File: src/rtl/core_pkg.sv
// core_pkg: shared core-wide widths and the hazard controller state type.
//   REG_ADDR_WIDTH : architectural register address width
//   DATA_WIDTH     : datapath width, also the width of the perf counters
//   BUBBLE_W       : width of the redirect bubble down-counter (0..3)
//   hz_state_e     : hazard controller states
package core_pkg;

  localparam int REG_ADDR_WIDTH = 5;
  localparam int DATA_WIDTH     = 32;
  localparam int BUBBLE_W       = 2;

  typedef enum logic [1:0] {
    RUN      = 2'd0,
    EX_WAIT  = 2'd1,
    REDIRECT = 2'd2
  } hz_state_e;

endpackage

File: src/rtl/load_use_detect.sv
// load_use_detect: combinational load-use hazard compare.
// Flags when the load held in ID/EX writes a register (other than x0) that
// the instruction in ID actually reads.
//   rs1_addr/rs2_addr : ID source register addresses
//   use_rs1/use_rs2   : ID instruction reads the matching source
//   mem_read          : ID/EX holds a load
//   rd_addr           : ID/EX destination register
//   load_use          : hazard present
module load_use_detect
  import core_pkg::*;
(
  input  logic [REG_ADDR_WIDTH-1:0] rs1_addr,
  input  logic [REG_ADDR_WIDTH-1:0] rs2_addr,
  input  logic                      use_rs1,
  input  logic                      use_rs2,
  input  logic                      mem_read,
  input  logic [REG_ADDR_WIDTH-1:0] rd_addr,
  output logic                      load_use
);

  logic [REG_ADDR_WIDTH-1:0] src_addr [2];
  logic [1:0]                src_use;
  logic [1:0]                src_hit;

  assign src_addr[0] = rs1_addr;
  assign src_addr[1] = rs2_addr;
  assign src_use     = {use_rs2, use_rs1};

  generate
    for (genvar gi = 0; gi < 2; gi++) begin : g_src
      assign src_hit[gi] = src_use[gi] & (src_addr[gi] == rd_addr);
    end
  endgenerate

  // x0 is never a real destination, so a load into it cannot cause a hazard.
  assign load_use = mem_read & (rd_addr != '0) & (|src_hit);

endmodule

File: src/rtl/pipeline_hazard_ctrl.sv
// pipeline_hazard_ctrl: stall/flush controller for a 5-stage in-order pipe.
// Priority: redirect > multicycle EX busy > load-use. Outputs are
// combinational from state and inputs so a hazard acts in the cycle it is
// seen. A redirect flushes IF/ID for 1 + REDIRECT_BUBBLES cycles.
//   clk, rst                    : clock, asynchronous active-high reset
//   id_rs1_addr/id_rs2_addr     : ID source registers
//   id_use_rs1/id_use_rs2       : ID instruction reads rs1/rs2
//   ex_mem_read, ex_rd_addr     : load flag and destination in ID/EX
//   ex_redirect                 : taken branch / jump resolved in EX
//   ex_busy                     : multicycle EX op still running
//   pc_stall .. ex_mem_flush    : pipeline register controls
//   stall_cnt, flush_cnt        : cycles with pc_stall / if_id_flush
module pipeline_hazard_ctrl
  import core_pkg::*;
#(
  parameter int REDIRECT_BUBBLES = 1
) (
  input  logic                      clk,
  input  logic                      rst,
  input  logic [REG_ADDR_WIDTH-1:0] id_rs1_addr,
  input  logic [REG_ADDR_WIDTH-1:0] id_rs2_addr,
  input  logic                      id_use_rs1,
  input  logic                      id_use_rs2,
  input  logic                      ex_mem_read,
  input  logic [REG_ADDR_WIDTH-1:0] ex_rd_addr,
  input  logic                      ex_redirect,
  input  logic                      ex_busy,
  output logic                      pc_stall,
  output logic                      if_id_stall,
  output logic                      if_id_flush,
  output logic                      id_ex_stall,
  output logic                      id_ex_flush,
  output logic                      ex_mem_flush,
  output logic [31:0]               stall_cnt,
  output logic [31:0]               flush_cnt
);

  localparam logic [BUBBLE_W-1:0]   BUBBLE_LOAD = BUBBLE_W'(REDIRECT_BUBBLES);
  localparam logic [BUBBLE_W-1:0]   BUBBLE_ONE  = BUBBLE_W'(1);
  localparam logic [DATA_WIDTH-1:0] CNT_ONE     = DATA_WIDTH'(1);

  hz_state_e             state_reg, state_next;
  logic [BUBBLE_W-1:0]   bubble_reg, bubble_next;
  logic [DATA_WIDTH-1:0] stall_cnt_reg, flush_cnt_reg;
  logic                  load_use;

  load_use_detect u_load_use_detect (
    .rs1_addr (id_rs1_addr),
    .rs2_addr (id_rs2_addr),
    .use_rs1  (id_use_rs1),
    .use_rs2  (id_use_rs2),
    .mem_read (ex_mem_read),
    .rd_addr  (ex_rd_addr),
    .load_use (load_use)
  );

  // Each branch sets either the stall or the flush of a given register,
  // never both, so no register ever sees conflicting controls.
  always_comb begin
    pc_stall     = 1'b0;
    if_id_stall  = 1'b0;
    if_id_flush  = 1'b0;
    id_ex_stall  = 1'b0;
    id_ex_flush  = 1'b0;
    ex_mem_flush = 1'b0;
    state_next   = state_reg;
    bubble_next  = bubble_reg;

    if (ex_redirect) begin
      if_id_flush = 1'b1;
      id_ex_flush = 1'b1;
      if (REDIRECT_BUBBLES == 0) begin
        state_next  = RUN;
        bubble_next = '0;
      end else begin
        state_next  = REDIRECT;
        bubble_next = BUBBLE_LOAD;
      end
    end else if (state_reg == REDIRECT) begin
      // Wrong-path fetches keep arriving in IF/ID until the counter runs out.
      if_id_flush = 1'b1;
      if (bubble_reg <= BUBBLE_ONE) begin
        state_next  = RUN;
        bubble_next = '0;
      end else begin
        bubble_next = bubble_reg - BUBBLE_ONE;
      end
    end else if (ex_busy) begin
      // Freeze everything upstream of EX and keep MEM fed with bubbles.
      pc_stall     = 1'b1;
      if_id_stall  = 1'b1;
      id_ex_stall  = 1'b1;
      ex_mem_flush = 1'b1;
      state_next   = EX_WAIT;
    end else begin
      // RUN, or the first non-busy cycle of EX_WAIT: load-use still applies.
      state_next = RUN;
      if (load_use) begin
        pc_stall    = 1'b1;
        if_id_stall = 1'b1;
        id_ex_flush = 1'b1;
      end
    end

    // Reset holds every control low even between clock edges.
    if (rst) begin
      pc_stall     = 1'b0;
      if_id_stall  = 1'b0;
      if_id_flush  = 1'b0;
      id_ex_stall  = 1'b0;
      id_ex_flush  = 1'b0;
      ex_mem_flush = 1'b0;
      state_next   = RUN;
      bubble_next  = '0;
    end
  end

  always_ff @(posedge clk or posedge rst) begin
    if (rst) begin
      state_reg     <= RUN;
      bubble_reg    <= '0;
      stall_cnt_reg <= '0;
      flush_cnt_reg <= '0;
    end else begin
      state_reg  <= state_next;
      bubble_reg <= bubble_next;
      if (pc_stall)    stall_cnt_reg <= stall_cnt_reg + CNT_ONE;
      if (if_id_flush) flush_cnt_reg <= flush_cnt_reg + CNT_ONE;
    end
  end

  assign stall_cnt = stall_cnt_reg;
  assign flush_cnt = flush_cnt_reg;

endmodule

File: config.mk
export PLATFORM = sky130hd
export DESIGN_NAME = pipeline_hazard_ctrl
export DESIGN_NICKNAME = d
export VERILOG_FILES = /design/src/rtl/core_pkg.sv /design/src/rtl/load_use_detect.sv /design/src/rtl/pipeline_hazard_ctrl.sv
export SDC_FILE = /design/constraint.sdc
export NUM_CORES = 1
export LEC_CHECK = 0
export CAP_MARGIN = 20
export CORE_UTILIZATION = 48
export DETAILED_ROUTE_END_ITERATION = 12
export PLACE_DENSITY_LB_ADDON = 0.05
export SETUP_SLACK_MARGIN = 0.15
export SLEW_MARGIN = 30
export SYNTH_ARGS = -nofsm -noshare
export SYNTH_HDL_FRONTEND = slang
export SYNTH_SLANG_ARGS = --single-unit
File: constraint.sdc
create_clock -name clk -period 5.35 [get_ports clk]
set_clock_uncertainty 0.1 [all_clocks]
set_input_delay 1.07 -clock clk [delete_from_list [all_inputs] [get_ports clk]]
set_output_delay 1.07 -clock clk [all_outputs]
set_load 0.05 [all_outputs]
==> results.md, run 1 <==
- The path class of the tightest hold or removal check is flip-flop to flip-flop.
- The floorplan step set the die height to 85.07 µm.
- The number of instances resized during post-cts repair is 0.
- The remaining global-route overflow is 0.
- The most used flip-flop cell after synthesis is dfrtp_1.
- The xor and xnor fraction of the mapped netlist area is 0.1904.
- The pin count of the biggest net entering global routing is 70.
- The number of cells on the worst reg-to-reg path is 5.
- STA puts the critical path data arrival time at 3.35 ns.
- Data on the critical path is required at its endpoint by 4.18 ns.
- Once layout is complete, the cells apart from fillers number 483.
- Yosys mapped a number of flops with a built-in enable equal to 0.
- The leakage power of the design is 0.002059 µW.
- The net count of the finished layout is 425.
- The antenna violation net count after detailed routing is 0.
- Of the cells placed in the final design, the portion with a size suffix greater than 1 is 0.06897.
- The finished cells cover 0.004534 mm².
- The initial standard-cell utilization of the core is 0.5099.
- The initialized floorplan defines 29 standard-cell rows.
- The count of max-cap constraint violations is 0.
- The repair_antennas step left the layout with diodes totalling 0.
- The number of different library cells used by synthesis comes to 39.
- The slowest cell on the critical path is clkdlybuf4s50_1.
- The total number of H-tree levels is 3.
- The power share of the sequential group is 0.410.
- The final core utilization is 0.6981.
- Cell internal power was estimated by the tool at 1016 µW.
- After synthesis, the share of cell area in mux cells is 0.006800.
- The count of pins over their slew limit was 0.
- Relative to the synthesized area, the layout overhead comes to 36.91%.
- The maximum root-to-sink buffer count is 2.
- The worst slew slack as a fraction of its limit is 0.4288.
- Of the total synthesized cell area, the portion taken by full adders, half adders and majority gates is 0.007556.
- Buffers inserted during clock tree synthesis total 9.
- The via density per instance is 5.381.
- For this design the ratio of total power to cell area is 325.9 mW/mm².
- The total core area is 0.006495 mm².
- The switching power total is 461.1 µW.
- The first-iteration detailed-routing DRC count is 100.
- The final setup violation count is 0.
- The number of antenna violations at the first check in global routing is 0.
- Hold repair after CTS inserted 0 buffers.
- The final cycle utilization of the critical path is 0.8445.
- TritonCTS built the clock tree.
- The placed instance count is 467.
- The delay of the slowest cell on the worst path is 0.71 ns.
- For the worst-skew pair, the clock arrives at the later sink with an insertion delay of 0.34 ns.
- After detailed placement, the total cell area comes to 0.004284 mm².
- The cell at the root of the clock tree is clkbuf_8.
- The floorplan step set the die width to 85.07 µm.
- The net count after synthesis is 328.
- At the end of routability-driven placement, the weighted congestion stood at 0.7811.
- The number of logic stages on the critical path including buffering is 7.
- In the final routed layout, each cell accounts on average for 14.46 µm.
- Yosys printed 0 warnings.
- Along the worst path, the maximum fanout reaches 3.
- Fill cells in the final layout number 490.
- The commonest non-fill, non-tap cell in the layout is clkdlybuf4s50_1.
- The switching portion of total power is 0.3121.
- Walking the worst path, the cells encountered are clkdlybuf4s50_1 > or4_1 > o21ai_1 > inv_2 > a31oi_4 > inv_1 > clkdlybuf4s50_1.
- The depth of the worst hold-timing path is 1.
- The run finished with clean final reports.
- The synthesized area divided by synthesized cell count is 10.89 µm².
- Across every metal layer, demand over resource in global routing totals 0.2123.
- Counting every instance in the synthesized netlist gives 304.
- The via count of the first global-routing pass came to 2551.
- Once the clock tree was built, the setup fixing pass inserted 0 buffers.
- For this block, the routed nets add up to 6984 µm of wire.
- The I/O pin count is 92.
- Setup repair after global routing left no endpoint under its margin.
- STA classifies the critical path endpoint as a primary output.
- The number of hold violations in the final report is 0.
- In this run, synthesis produced a sequential element count of 68.
- The final worst slack is 0.8317 ns.
- Clock-pin slew was measured on the worst setup and hold paths at 0.08 ns.
- The wire-length estimate of the detail-placed layout is 4920 µm.
- The share of synthesized cell area in and, or, nand and nor gates is 0.2282.
- The first global-routing pass estimated 11970 µm of wire.
- The share of total power dissipated in the clock network is 0.355.
- Adding up every negative setup slack in the final design gives 0 ns.
- The combinational group share of total power is 0.235.
- For this run, the register share of the synthesized area comes to 0.5138.
- After synthesis, the largest family of logic cells by area is simple AND/OR/NAND/NOR gates.
- The total number of vias is 2599.
- The category of cells accounting for the largest share of critical-path delay is buffers and inverters.
- The shortest period the worst path allows is 4.518 ns.
- The number of clock sinks is 68.
- In this design, the critical path's most frequently occurring cell is clkdlybuf4s50_1.
- The number of buffers and inverters on the critical path is 4.
- For the pin with the worst max-slew slack, the measured transition is 0.8568 ns.
- The highest clock frequency the design can meet is 0.2213 GHz.
- OpenSTA, run right after detailed placement, puts the worst setup slack at 0.8103 ns.
- Port buffering added 91 buffers.
- The compound-cell area share of the yosys netlist is 0.02796.
- The die covers 0.007236 mm².
- The post-detailed-route DRC marker count is 0.
- Counting flops with an async set or reset pin after synthesis yields a share of 1.000.
- The setup path with the least slack is of type primary input to primary output.
- STA classifies the critical path startpoint as a primary input.
- Summing every instance area after synthesis gives 0.003312 mm².
- Across the VDD grid, the largest voltage drop is 0.0002884 V.
- The number of iterations in the first detailed-routing pass is 4.
- In the layout the commonest cells are clkdlybuf4s50_1 (91), dfrtp_1 (68), xnor2_1 (37), xor2_1 (35), nand2_1 (25).
## power groups by stage
stage	registers, µW	logic (µW)	clock network [µW]
after floorplan	743	94.9	0
after global placement	614	346	0
after detailed placement	615	350	0
after CTS	607	351	532
after global routing	614	367	556
final	606	347	524
## kinds of logic after synthesis
logic type | after synthesis
AOI/OAI and AO/OA | 9
xor gates and xnor gates | 72
adders and majority gates | 2
buffers and inverters | 16
DFF | 68
muxes | 2
and+or+nand+nor | 135
## cell usage after synthesis, types with 2 or more instances
library cell,instances,share of area
and2_1,3,0.0057
and3_1,13,0.025
and4_1,5,0.013
buf_4,2,0.0045
buf_6,2,0.0068
clkbuf_1,2,0.0023
dfrtp_1,68,0.51
ha_1,2,0.0076
inv_1,8,0.0091
nand2_1,25,0.028
nand2b_1,2,0.0038
nand3_1,18,0.027
nand4_1,16,0.030
nor2_1,18,0.020
nor2b_1,3,0.0057
nor3_1,8,0.012
nor3_2,3,0.0091
nor4_1,12,0.023
nor4b_1,2,0.0053
o21ai_1,2,0.0030
or4_1,2,0.0045
xnor2_1,37,0.098
xor2_1,35,0.093
## routing by layer
layer | track usage | up-vias | share of wire
li1 | - | 1244 | -
met1 | 0.2745 | 1267 | 0.45
met2 | 0.3424 | 82 | 0.49
met3 | 0.05447 | 6 | 0.047
met4 | 0.08629 | 0 | 0.014
met5 | 0 | - | 0
## worst register-to-register path: stages (launching register included)
cell and delay, ns:
dfrtp_1 0.39, and3_1 0.23, nand4_1 0.45, or4_1 0.56, nor3_1 0.18, xor2_1 0.16
## layout make-up
class                           instances  area, µm²  area share
Clock buffer                           12      155.1     0.03422
Timing Repair Buffer                   93      925.9      0.2042
Inverter                                9      33.78    0.007450
Clock inverter                          4      95.09     0.02097
Sequential cell                        68       1702      0.3753
Multi-Input combinational cell        220       1526      0.3366
Tap cell                               77      96.34     0.02125
## per-stage QoR
stage	hold WS [ns]	total power [µW]
2_1_floorplan	0.3785	838.4
3_3_place_gp	0.3568	960.4
3_5_place_dp	0.3663	964.5
4_1_cts	0.3791	1489
5_1_grt	0.3987	1537
6_report	0.3733	1478
## path summary, 6_finish.rpt
kind,startpoint,slack [ns],end
max,ex_rd_addr[1],0.83,if_id_stall
min,flush_cnt[31],0.37,flush_cnt[31]
max reg2reg,stall_cnt[7],3.21,stall_cnt[25]
min reg2reg,flush_cnt[31],0.37,flush_cnt[31]
max in group asynchronous,rst,3.27,bubble_reg[0]
min in group asynchronous,rst,1.30,flush_cnt[2]
Power figures use the tool's default switching activity.
==> run 2: changes to the inputs <==
- clock period: 5.35 -> 4.3 ns (I/O delays scaled with it)
==> run 2 against run 1 <==
  * Register-to-register slack got worse by 1.0 ns
  * Count of clock-buffer cells in the layout unchanged
  * Cell count decreased by 0.21%
  * Critical path depth stayed put
==> results.md, run 2 (synthesis results as in run 1) <==
- The pre-CTS setup slack is 0.2895 ns (-0.5208 ns).
- The final cycle utilization of the critical path is 0.9291.
- The clock-pin slew on the worst setup and hold paths came to 0.07 ns (about the same).
- The I/O pin count was 92 (unchanged).
- The total number of vias came to 2588 (-0.42%).
- The post-detailed-route DRC marker count is 0 (unchanged).
- The remaining global-route overflow is 0 (unchanged).
- The worst setup path is of the primary input to primary output kind.
- Relative to the synthesized area, the layout overhead comes to 35.21%.
- The cell at the root of the clock tree is clkbuf_8.
- The worst-margin pin slew is 0.8314 ns (-0.02543 ns).
- The area of the die is 0.007236 mm² (unchanged).
- The pin count of the biggest net entering global routing is 69 (-1.4%).
- The via count of the first global-routing pass is 2492 (-2.3%).
- The delay of the slowest cell on the worst path is 0.70 ns (about the same).
- The clock latency on the worst-skew pair is 0.33 ns (about the same).
- The count of max-cap constraint violations is 0 (unchanged).
- The number of clock sinks is 68 (unchanged).
- The power density normalized to cell area was 378.8 mW/mm² (+16%).
- The placed instance count was 468 (+0.21%).
- The highest clock frequency the design can meet is 0.2503 GHz.
- The global placer's final weighted congestion is 0.7764 (-0.60%).
- The first-iteration detailed-routing DRC count is 96 (-4.0%).
- The initial standard-cell utilization of the core is 0.5099 (unchanged).
- The slowest cell on the critical path is clkdlybuf4s50_1.
- The number of hold violations in the final report came to 0 (unchanged).
- The global-route usage over all layers was 0.2052 (-0.007136).
- The number of antenna violations at the first check in global routing came to 0 (unchanged).
- The category of cells accounting for the largest share of critical-path delay is buffers and inverters.
- The number of instances resized during post-cts repair is 0 (unchanged).
- The post-CTS setup buffer count came to 0 (unchanged).
- The wire length reported by the detailed router is 6850 µm (-1.9%).
- The kind of end point of the critical path is a primary output.
- The arrival time of the worst setup path came to 3.03 ns (-0.32 ns).
- The total clock buffers created by CTS is 9 (unchanged).
- Subtracting the final worst setup slack from the clock period gives 3.995 ns.
- The floorplan die height is 85.07 µm (unchanged).
- The post-route total power is 1696 µW (+15%).
- The total negative slack for setup checks is 0 ns (unchanged).
- The antenna violation net count after detailed routing is 0 (unchanged).
- The via density per instance is 5.369 (-0.22%).
- The category of the worst setup path launch point is a primary input.
- The commonest non-fill, non-tap cell in the layout is clkdlybuf4s50_1.
- The TritonCTS clock tree is yes.
- Traced cell by cell, the critical path runs through clkdlybuf4s50_1 > or4_1 > o21ai_1 > inv_2 > a31oi_1 > nor2_1 > clkdlybuf4s50_1.
- The row count was 29 (unchanged).
- The final core utilization is 0.6895 (-0.008668).
- The run finished with clean final reports.
- The share of final-layout standard cells stronger than drive strength 1 is 0.07407 (+0.005109).
- The count of pins over their slew limit came to 0 (unchanged).
- The total core area is 0.006495 mm² (unchanged).
- The maximum root-to-sink buffer count is 2 (unchanged).
- The maximum vdd ir drop is 0.0003413 V (+18%).
- The x dimension of the die is 85.07 µm (unchanged).
- The final worst slack is 0.3050 ns (-0.5267 ns).
- Setup repair after global routing left no endpoint under its margin.
- The final setup violation count came to 0 (unchanged).
- The largest fanout on the critical path is 3 (unchanged).
- Counting stages on the worst path, the most repeated cell is clkdlybuf4s50_1.
- The number of iterations in the first detailed-routing pass is 4 (unchanged).
- The count of hold buffers inserted by post-cts repair is 0 (unchanged).
- The leakage power of the design is 0.002035 µW (-1.1%).
- The library cells used most frequently in the layout, excluding fill and tap cells, are clkdlybuf4s50_1 (88), dfrtp_1 (68), xnor2_1 (37), xor2_1 (35), nand2_1 (25).
- The total half-perimeter wirelength after legalization and detailed placement came to 4899 µm (-0.42%).
- The total number of H-tree levels is 3 (unchanged).
- The data required time at the worst endpoint is 3.34 ns (-0.84 ns).
- The antenna diode instance count is 0 (unchanged).
- The net count of the finished layout is 426 (+0.24%).
- The worst slew slack as a fraction of its limit is 0.4457 (+0.01696).
- The detail-routed net length per standard cell is 14.21 µm (-1.7%).
- The first-pass GRT wire length is 11570 µm (-3.3%).
- The path class of the lowest-slack min-delay path is flip-flop to flip-flop.
- The number of buffer cells added on primary ports is 91 (unchanged).
- The number of buffers and inverters on the critical path is 3 (-1).
- The number of standard cells in the final layout excluding fillers is 482 (-0.21%).
-- run 2: cell types whose count changed in the layout (fill, tap and decap cells not counted) --
cell             before  now
bufinv_16             3    1
clkdlybuf4s50_1      91   88
clkinvlp_4            0    1
inv_2                 2    1
buf_4                 2    6
-- run 2: power breakdown --
| part | switching, µW | leakage [µW] | internal (µW) |
|---|---|---|---|
| combinational | 275 | 0.00102 | 158 |
| clock | 215 | 0.0000983 | 293 |
| sequential | 64.9 | 0.000915 | 690 |
| total | 555 | 0.00204 | 1140 |
-- run 2: worst register-to-register path: cells and delay by family, from the launching register on --
family / cells / cell delay [ns]
AND/OR/NAND/NOR: 5 / 1.38
flip-flops: 1 / 0.41
XOR/XNOR: 1 / 0.16
-- run 2: through the flow --
step | area, µm² | hold slack [ns]
6_report | 4478 | 0.3667
5_1_grt | 4478 | 0.4026
2_1_floorplan | 3316 | 0.3785
4_1_cts | 4478 | 0.3710
3_5_place_dp | 4288 | 0.3567
3_3_place_gp | 4288 | 0.3568
-- run 2: final timing paths --
| kind | to | cells after the start | slack [ns] | from |
|---|---|---|---|---|
| max reg2reg | stall_cnt[25] | 6 | 2.19 | stall_cnt[0] |
| min reg2reg | flush_cnt[31] | 1 | 0.37 | flush_cnt[31] |
| max | id_ex_flush | 7 | 0.31 | ex_rd_addr[1] |
| min in group asynchronous | bubble_reg[0] | 3 | 1.17 | rst |
| min | flush_cnt[31] | 1 | 0.37 | flush_cnt[31] |
| max in group asynchronous | stall_cnt[5] | 3 | 2.37 | rst |
-- run 2: per-layer routing --
metal  wire (µm)  vias to the layer above  GRT usage
li1            -                     1246          -
met1        3030                     1260     0.2532
met2        3385                       76     0.3431
met3         358                        6    0.05253
met4          76                        0    0.08629
met5           0                        -          0
-- run 2: final cells by class --
class,instances,area [µm²]
Clock buffer,12,155.1
Timing Repair Buffer,94,925.9
Tap cell,77,96.34
Sequential cell,68,1702
Inverter,9,37.54
Multi-Input combinational cell,220,1526
Fill cell,508,2017
Clock inverter,2,35.03
